### src/rtl/axis_packet_source.sv
// axis_packet_source
//
// AXI-Stream master that emits one framed packet of incrementing data per
// accepted command. The first beat carries cmd_seed, each following beat is
// the previous value plus one (modulo 2^DATA_WIDTH), and tlast marks beat
// cmd_len+1. Backpressure is honoured: tvalid is held until the handshake and
// tdata/tlast are stable while stalled.
//
// Optional feature: define AXIS_PACKET_SOURCE_GAP_EN to insert GAP_CYCLES
// idle cycles (tvalid=0, cmd_ready=0, busy=1) after every packet.
//
// Parameters:
//   DATA_WIDTH  tdata width in bits (multiple of 8)
//   LEN_WIDTH   width of cmd_len; largest packet is 2^LEN_WIDTH beats
//   GAP_CYCLES  idle cycles after each packet when the gap feature is on (>=1)
//
// Ports:
//   aclk       clock, rising edge
//   aresetn    asynchronous active-low reset
//   cmd_valid  command request
//   cmd_ready  command accepted when cmd_valid && cmd_ready (registered)
//   cmd_len    beats in packet minus one
//   cmd_seed   tdata of the first beat
//   tvalid     stream valid
//   tready     stream ready
//   tdata      stream data
//   tkeep      all ones
//   tstrb      all ones
//   tlast      final beat of a packet
//   busy       high whenever the source is not idle
//   pkt_count  completed packets, wraps modulo 2^16
module axis_packet_source #(
  parameter int DATA_WIDTH = 8,
  parameter int LEN_WIDTH  = 8,
  parameter int GAP_CYCLES = 2
) (
  input  logic                    aclk,
  input  logic                    aresetn,
  input  logic                    cmd_valid,
  output logic                    cmd_ready,
  input  logic [LEN_WIDTH-1:0]    cmd_len,
  input  logic [DATA_WIDTH-1:0]   cmd_seed,
  output logic                    tvalid,
  input  logic                    tready,
  output logic [DATA_WIDTH-1:0]   tdata,
  output logic [DATA_WIDTH/8-1:0] tkeep,
  output logic [DATA_WIDTH/8-1:0] tstrb,
  output logic                    tlast,
  output logic                    busy,
  output logic [15:0]             pkt_count
);

  if ((DATA_WIDTH % 8) != 0) begin : g_bad_data_width
    $error("DATA_WIDTH must be a multiple of 8");
  end
  if (GAP_CYCLES < 1) begin : g_bad_gap_cycles
    $error("GAP_CYCLES must be at least 1");
  end

`ifdef AXIS_PACKET_SOURCE_GAP_EN
  typedef enum logic [1:0] {IDLE = 2'd0, SEND = 2'd1, GAP = 2'd2} state_t;
`else
  typedef enum logic [1:0] {IDLE = 2'd0, SEND = 2'd1} state_t;
`endif

  state_t                  state;
  state_t                  state_d;
  logic                    cmd_ready_d;
  logic                    accept;
  logic                    beat;
  logic                    last_beat;

  logic                    vld_p0;
  logic                    last_p0;
  logic [DATA_WIDTH-1:0]   data_p0;
  logic [LEN_WIDTH-1:0]    cnt_p0;
  logic [15:0]             pkt_p0;
  logic                    rdy_p0;

  assign accept    = cmd_valid && rdy_p0;
  assign beat      = vld_p0 && tready;
  assign last_beat = beat && last_p0;

`ifdef AXIS_PACKET_SOURCE_GAP_EN
  localparam int GAP_W = (GAP_CYCLES > 1) ? $clog2(GAP_CYCLES) : 1;

  logic [GAP_W-1:0] gap_cnt;

  // Counts down the remaining idle cycles; GAP exits once it reaches zero.
  always_ff @(posedge aclk or negedge aresetn) begin
    if (!aresetn) begin
      gap_cnt <= '0;
    end else if (last_beat) begin
      gap_cnt <= GAP_W'(GAP_CYCLES - 1);
    end else if (state == GAP && gap_cnt != '0) begin
      gap_cnt <= gap_cnt - GAP_W'(1);
    end
  end
`endif

  always_ff @(posedge aclk or negedge aresetn) begin
    if (!aresetn) begin
      state  <= IDLE;
      rdy_p0 <= 1'b0;
    end else begin
      state  <= state_d;
      rdy_p0 <= cmd_ready_d;
    end
  end

  always_comb begin
    state_d     = state;
    cmd_ready_d = 1'b0;
    case (state)
      IDLE: begin
        if (accept) state_d = SEND;
      end
      SEND: begin
`ifdef AXIS_PACKET_SOURCE_GAP_EN
        if (last_beat) state_d = GAP;
`else
        if (last_beat) state_d = IDLE;
`endif
      end
`ifdef AXIS_PACKET_SOURCE_GAP_EN
      GAP: begin
        if (gap_cnt == '0) state_d = IDLE;
      end
`endif
      default: state_d = IDLE;
    endcase
    // cmd_ready is registered, so it follows the state being entered.
    cmd_ready_d = (state_d == IDLE);
  end

  // Stage p0: beat register driving the stream outputs
  always_ff @(posedge aclk or negedge aresetn) begin
    if (!aresetn) begin
      vld_p0  <= 1'b0;
      last_p0 <= 1'b0;
      data_p0 <= '0;
      cnt_p0  <= '0;
      pkt_p0  <= '0;
    end else if (accept) begin
      vld_p0  <= 1'b1;
      last_p0 <= (cmd_len == '0);
      data_p0 <= cmd_seed;
      cnt_p0  <= cmd_len;
    end else if (beat) begin
      if (last_p0) begin
        vld_p0  <= 1'b0;
        last_p0 <= 1'b0;
        pkt_p0  <= pkt_p0 + 16'd1;
      end else begin
        data_p0 <= data_p0 + DATA_WIDTH'(1);
        cnt_p0  <= cnt_p0 - LEN_WIDTH'(1);
        // cnt_p0 holds beats remaining after the current one.
        last_p0 <= (cnt_p0 == LEN_WIDTH'(1));
      end
    end
  end

  assign cmd_ready = rdy_p0;
  assign tvalid    = vld_p0;
  assign tlast     = last_p0;
  assign tdata     = data_p0;
  assign tkeep     = '1;
  assign tstrb     = '1;
  assign busy      = (state != IDLE);
  assign pkt_count = pkt_p0;

endmodule

### config.mk
export PLATFORM = sky130hd
export DESIGN_NAME = axis_packet_source
export DESIGN_NICKNAME = d
export VERILOG_FILES = /design/src/rtl/axis_packet_source.sv
export SDC_FILE = /design/constraint.sdc
export NUM_CORES = 1
export LEC_CHECK = 0
export CAP_MARGIN = 25
export CORE_AREA = 2 2 91 93
export CTS_CLUSTER_DIAMETER = 150
export DETAILED_ROUTE_END_ITERATION = 10
export DIE_AREA = 0 0 93 95
export GPL_TIMING_DRIVEN = 0
export PLACE_DENSITY = 0.57
export SYNTH_ARGS = -nofsm -noshare
export SYNTH_HDL_FRONTEND = slang
export SYNTH_SLANG_ARGS = --single-unit
### constraint.sdc
create_clock -name aclk -period 2 [get_ports aclk]
set_input_delay 0.6 -clock aclk [delete_from_list [all_inputs] [get_ports aclk]]
set_output_delay 0.6 -clock aclk [all_outputs]
set_load 0.01 [all_outputs]
==> impl_metrics.toml <==
[status]
status = "finished, final reports clean"

[route]
drcViolationCount = 0
vias_per_cell = 4.25
final_antenna_net_count = 0
drt-met1-wl_mm = 2.14
drt-initial-drc-count = 33
vias = 1467
wl_mm = 4.34
wl_met2_mm = 2.02
top_layer_used = "met4"
wl_met3_um = 147
drt_first_pass_iters = 4
wire_per_inst_um = 12.6

[setup_path]
critPathMaxFanout = 5
cp_slowest_cell = "clkdlybuf4s50_1"
worstSetupStartpointType = "flip-flop"
required_ns = 1.40
end_kind = "primary output"
crit_chain = "clkdlybuf4s50_1"
cp_top_family = "buffers and inverters"
criticalPathCategory = "reg2out"
arrival_ns = 1.34
cp_num_buf_inv = 1
max_stage_delay_ns = 0.58

[timing]
setup_ws_ns = 0.0626
tightest_slew_ns = 0.863
hold_violations = 0
slew_viol_final = 0
maxSlewHeadroom_pct = 42.4
fmax_mhz = 516
min_period_over_period_pct = 96.9
grt_setup_unrepaired = "no"
hold-worst-slack_ns = 0.434
min_period_ns = 1.94
finClkSkew_ns = 0.00602
setup_tns_ns = 0
setup_viol = 0

[global_route]
antenna_found_initial = 0
gr-total-overflow = 0
grt_pass1_vias = 1420
grt.total_usage_pct = 10.3
grt_max_degree = 38
grt_pass1_wl_mm = 7.13

[pwr]
cellLeakagePower_uw = 0.00110
power_density_nw_per_um2 = 729
vdd_drop_max_uv = 251

[placed_design]
dp_hpwl_mm = 3.28
pre_cts_slack_ns = -0.336
portBuffers = 47
place_congestion = 0.797

[synthesis]
synthAdderAreaFrac_pct = 2.64
synth-seq-cells = 37
yosys.area.top_type = "dfrtp_1"
ys_top_cells_by_count = "dfrtp_1 (37), nand2_1 (25), xnor2_1 (16)"
synth.area.mux_share_pct = 0.593
synth-edff-count = 0
yosys-top-cells-area = "dfrtp_1 (49%), xnor2_1 (7.4%), xor2_1 (6.0%)"
synthSimpleGateAreaFrac_pct = 25.4
synthArstFlopShare_pct = 100
postSynthCellCount = 185
yosys_warnings = 0
synth_compound_area_share_pct = 6.13
syn_area_um2 = 1900
synth_top_flop_cell = "dfrtp_1"
yosysUniqueCellTypes = 39
avgSynthCellArea_um2 = 10.3
synth_top_cell_area_share_pct = 48.7
yosysMostFrequentCell = "dfrtp_1"
synthXorXnorAreaFrac_pct = 13.4
synth_top_family_by_area = "simple AND/OR/NAND/NOR gates"
ys_seq_area_share_pct = 48.7

[final_layout]
syn2layout_area_growth_pct = 37.0
n_antenna_cell = 0
fillers = 832
drive_gt1_share_pct = 12.1
final_util_pct = 32.8
layout.nets = 264

[die]
io-pin-count = 50
die_h_um = 95
die_area_um2 = 8840
start_util_pct = 24.0
fp-row-count = 33
dieWidth_um = 93
core_um2 = 7930

[cts]
htree_levels = 2
cts.sinks = 37
clockBufferDepth = 2
cts_tree = "done"
cts_setup_buffers = 0
holdBufCountCts = 0
clk_latency_ns = 0.28
numCtsBuffers = 5
cts.clk_slew.worst_paths_ns = 0.07
cts-root-buf = "clkbuf_8"

[hold_path]
holdCritPathClass = "in2async"

[flow_run]
cap_violations = 0
-- metrics by stage --
stage	std cells	area [µm²]	total power, µW
4_1_cts	345	2590	1930
2_1_floorplan	186	1900	1180
3_5_place_dp	338	2500	1400
5_1_grt	345	2600	2020
3_3_place_gp	338	2500	1390
6_report	345	2600	1900
-- sequential cells by signal, indices dropped and copies added (netlist names) --
name,count
cnt_p0,8
state,2
tdata,8
tlast,1
pkt_count,16
cmd_ready,1
tvalid,1
-- routing by layer --
| layer | vias to the layer above | GRT usage [%] |
|---|---|---|
| met5 | - | 0 |
| met3 | 2 | 2.23 |
| li1 | 747 | - |
| met2 | 24 | 16.4 |
| met1 | 694 | 14.2 |
| met4 | 0 | 2.94 |
-- cell usage in the layout (no fill, tap or decap), types with 2 or more instances in the layout --
| master | synthesis | layout |
|---|---|---|
| a21oi_1 | 2 | 2 |
| and2_1 | 2 | 2 |
| and3_1 | 2 | 2 |
| buf_4 | 2 | 2 |
| clkbuf_1 | 4 | 2 |
| clkbuf_2 | 0 | 3 |
| clkbuf_8 | 0 | 6 |
| clkdlybuf4s50_1 | 0 | 44 |
| conb_1 | 2 | 3 |
| dfrtp_1 | 37 | 34 |
| dfrtp_2 | 0 | 3 |
| ha_1 | 4 | 4 |
| inv_1 | 5 | 5 |
| nand2_1 | 25 | 25 |
| nand3_1 | 6 | 6 |
| nand4_1 | 7 | 7 |
| nand4b_1 | 2 | 2 |
| nor2_1 | 8 | 8 |
| nor3_1 | 7 | 7 |
| nor4_1 | 5 | 4 |
| nor4_2 | 2 | 3 |
| o21ai_0 | 9 | 9 |
| o21ai_1 | 6 | 6 |
| or2_2 | 2 | 2 |
| xnor2_1 | 16 | 16 |
| xor2_1 | 13 | 13 |
-- cell families (layout without fill, tap and decap cells) --
group,count (synthesis),count (layout)
other cells,2,3
fa+ha+maj,4,4
buf+inv,12,66
mux,1,1
simple gates,79,79
flops,37,37
compound gates,21,21
xor+xnor,29,29
-- cell type report --
type / instances / area (µm²) / area share, %
Multi-Input combinational cell: 137 / 931 / 35.8
Sequential cell: 37 / 930 / 35.7
Timing Repair Buffer: 47 / 467 / 17.9
Tap cell: 105 / 131 / 5.05
Clock buffer: 7 / 86.3 / 3.32
Buffer: 7 / 37.5 / 1.44
Inverter: 5 / 18.8 / 0.722
-- timing repair --
| action | CTS | global route |
|---|---|---|
| endpoints found under the hold margin | 0 | 0 |
| resized for setup | 3 | 9 |
| pin swaps | 0 | 0 |
| endpoints found under the setup margin | 3 | 23 |
-- power by group --
group	switching [µW]	internal, µW
sequential	109	835
combinational	199	235
clock	244	273
-- path summary, 6_finish.rpt --
path / start / depth (start not counted) / end / slack, ns
worst max-delay path: pkt_count[2] / 1 / pkt_count[2] / 0.06
worst min-delay path: aresetn / 1 / cmd_ready / 0.43
worst max register to register: cnt_p0[5] / 4 / cnt_p0[7] / 0.40
worst min register to register: pkt_count[12] / 1 / pkt_count[12] / 0.49
max in group asynchronous: aresetn / 1 / pkt_count[0] / 0.97
min in group aclk: pkt_count[12] / 1 / pkt_count[12] / 0.49
No activity file was read; power rests on OpenSTA's default activity.
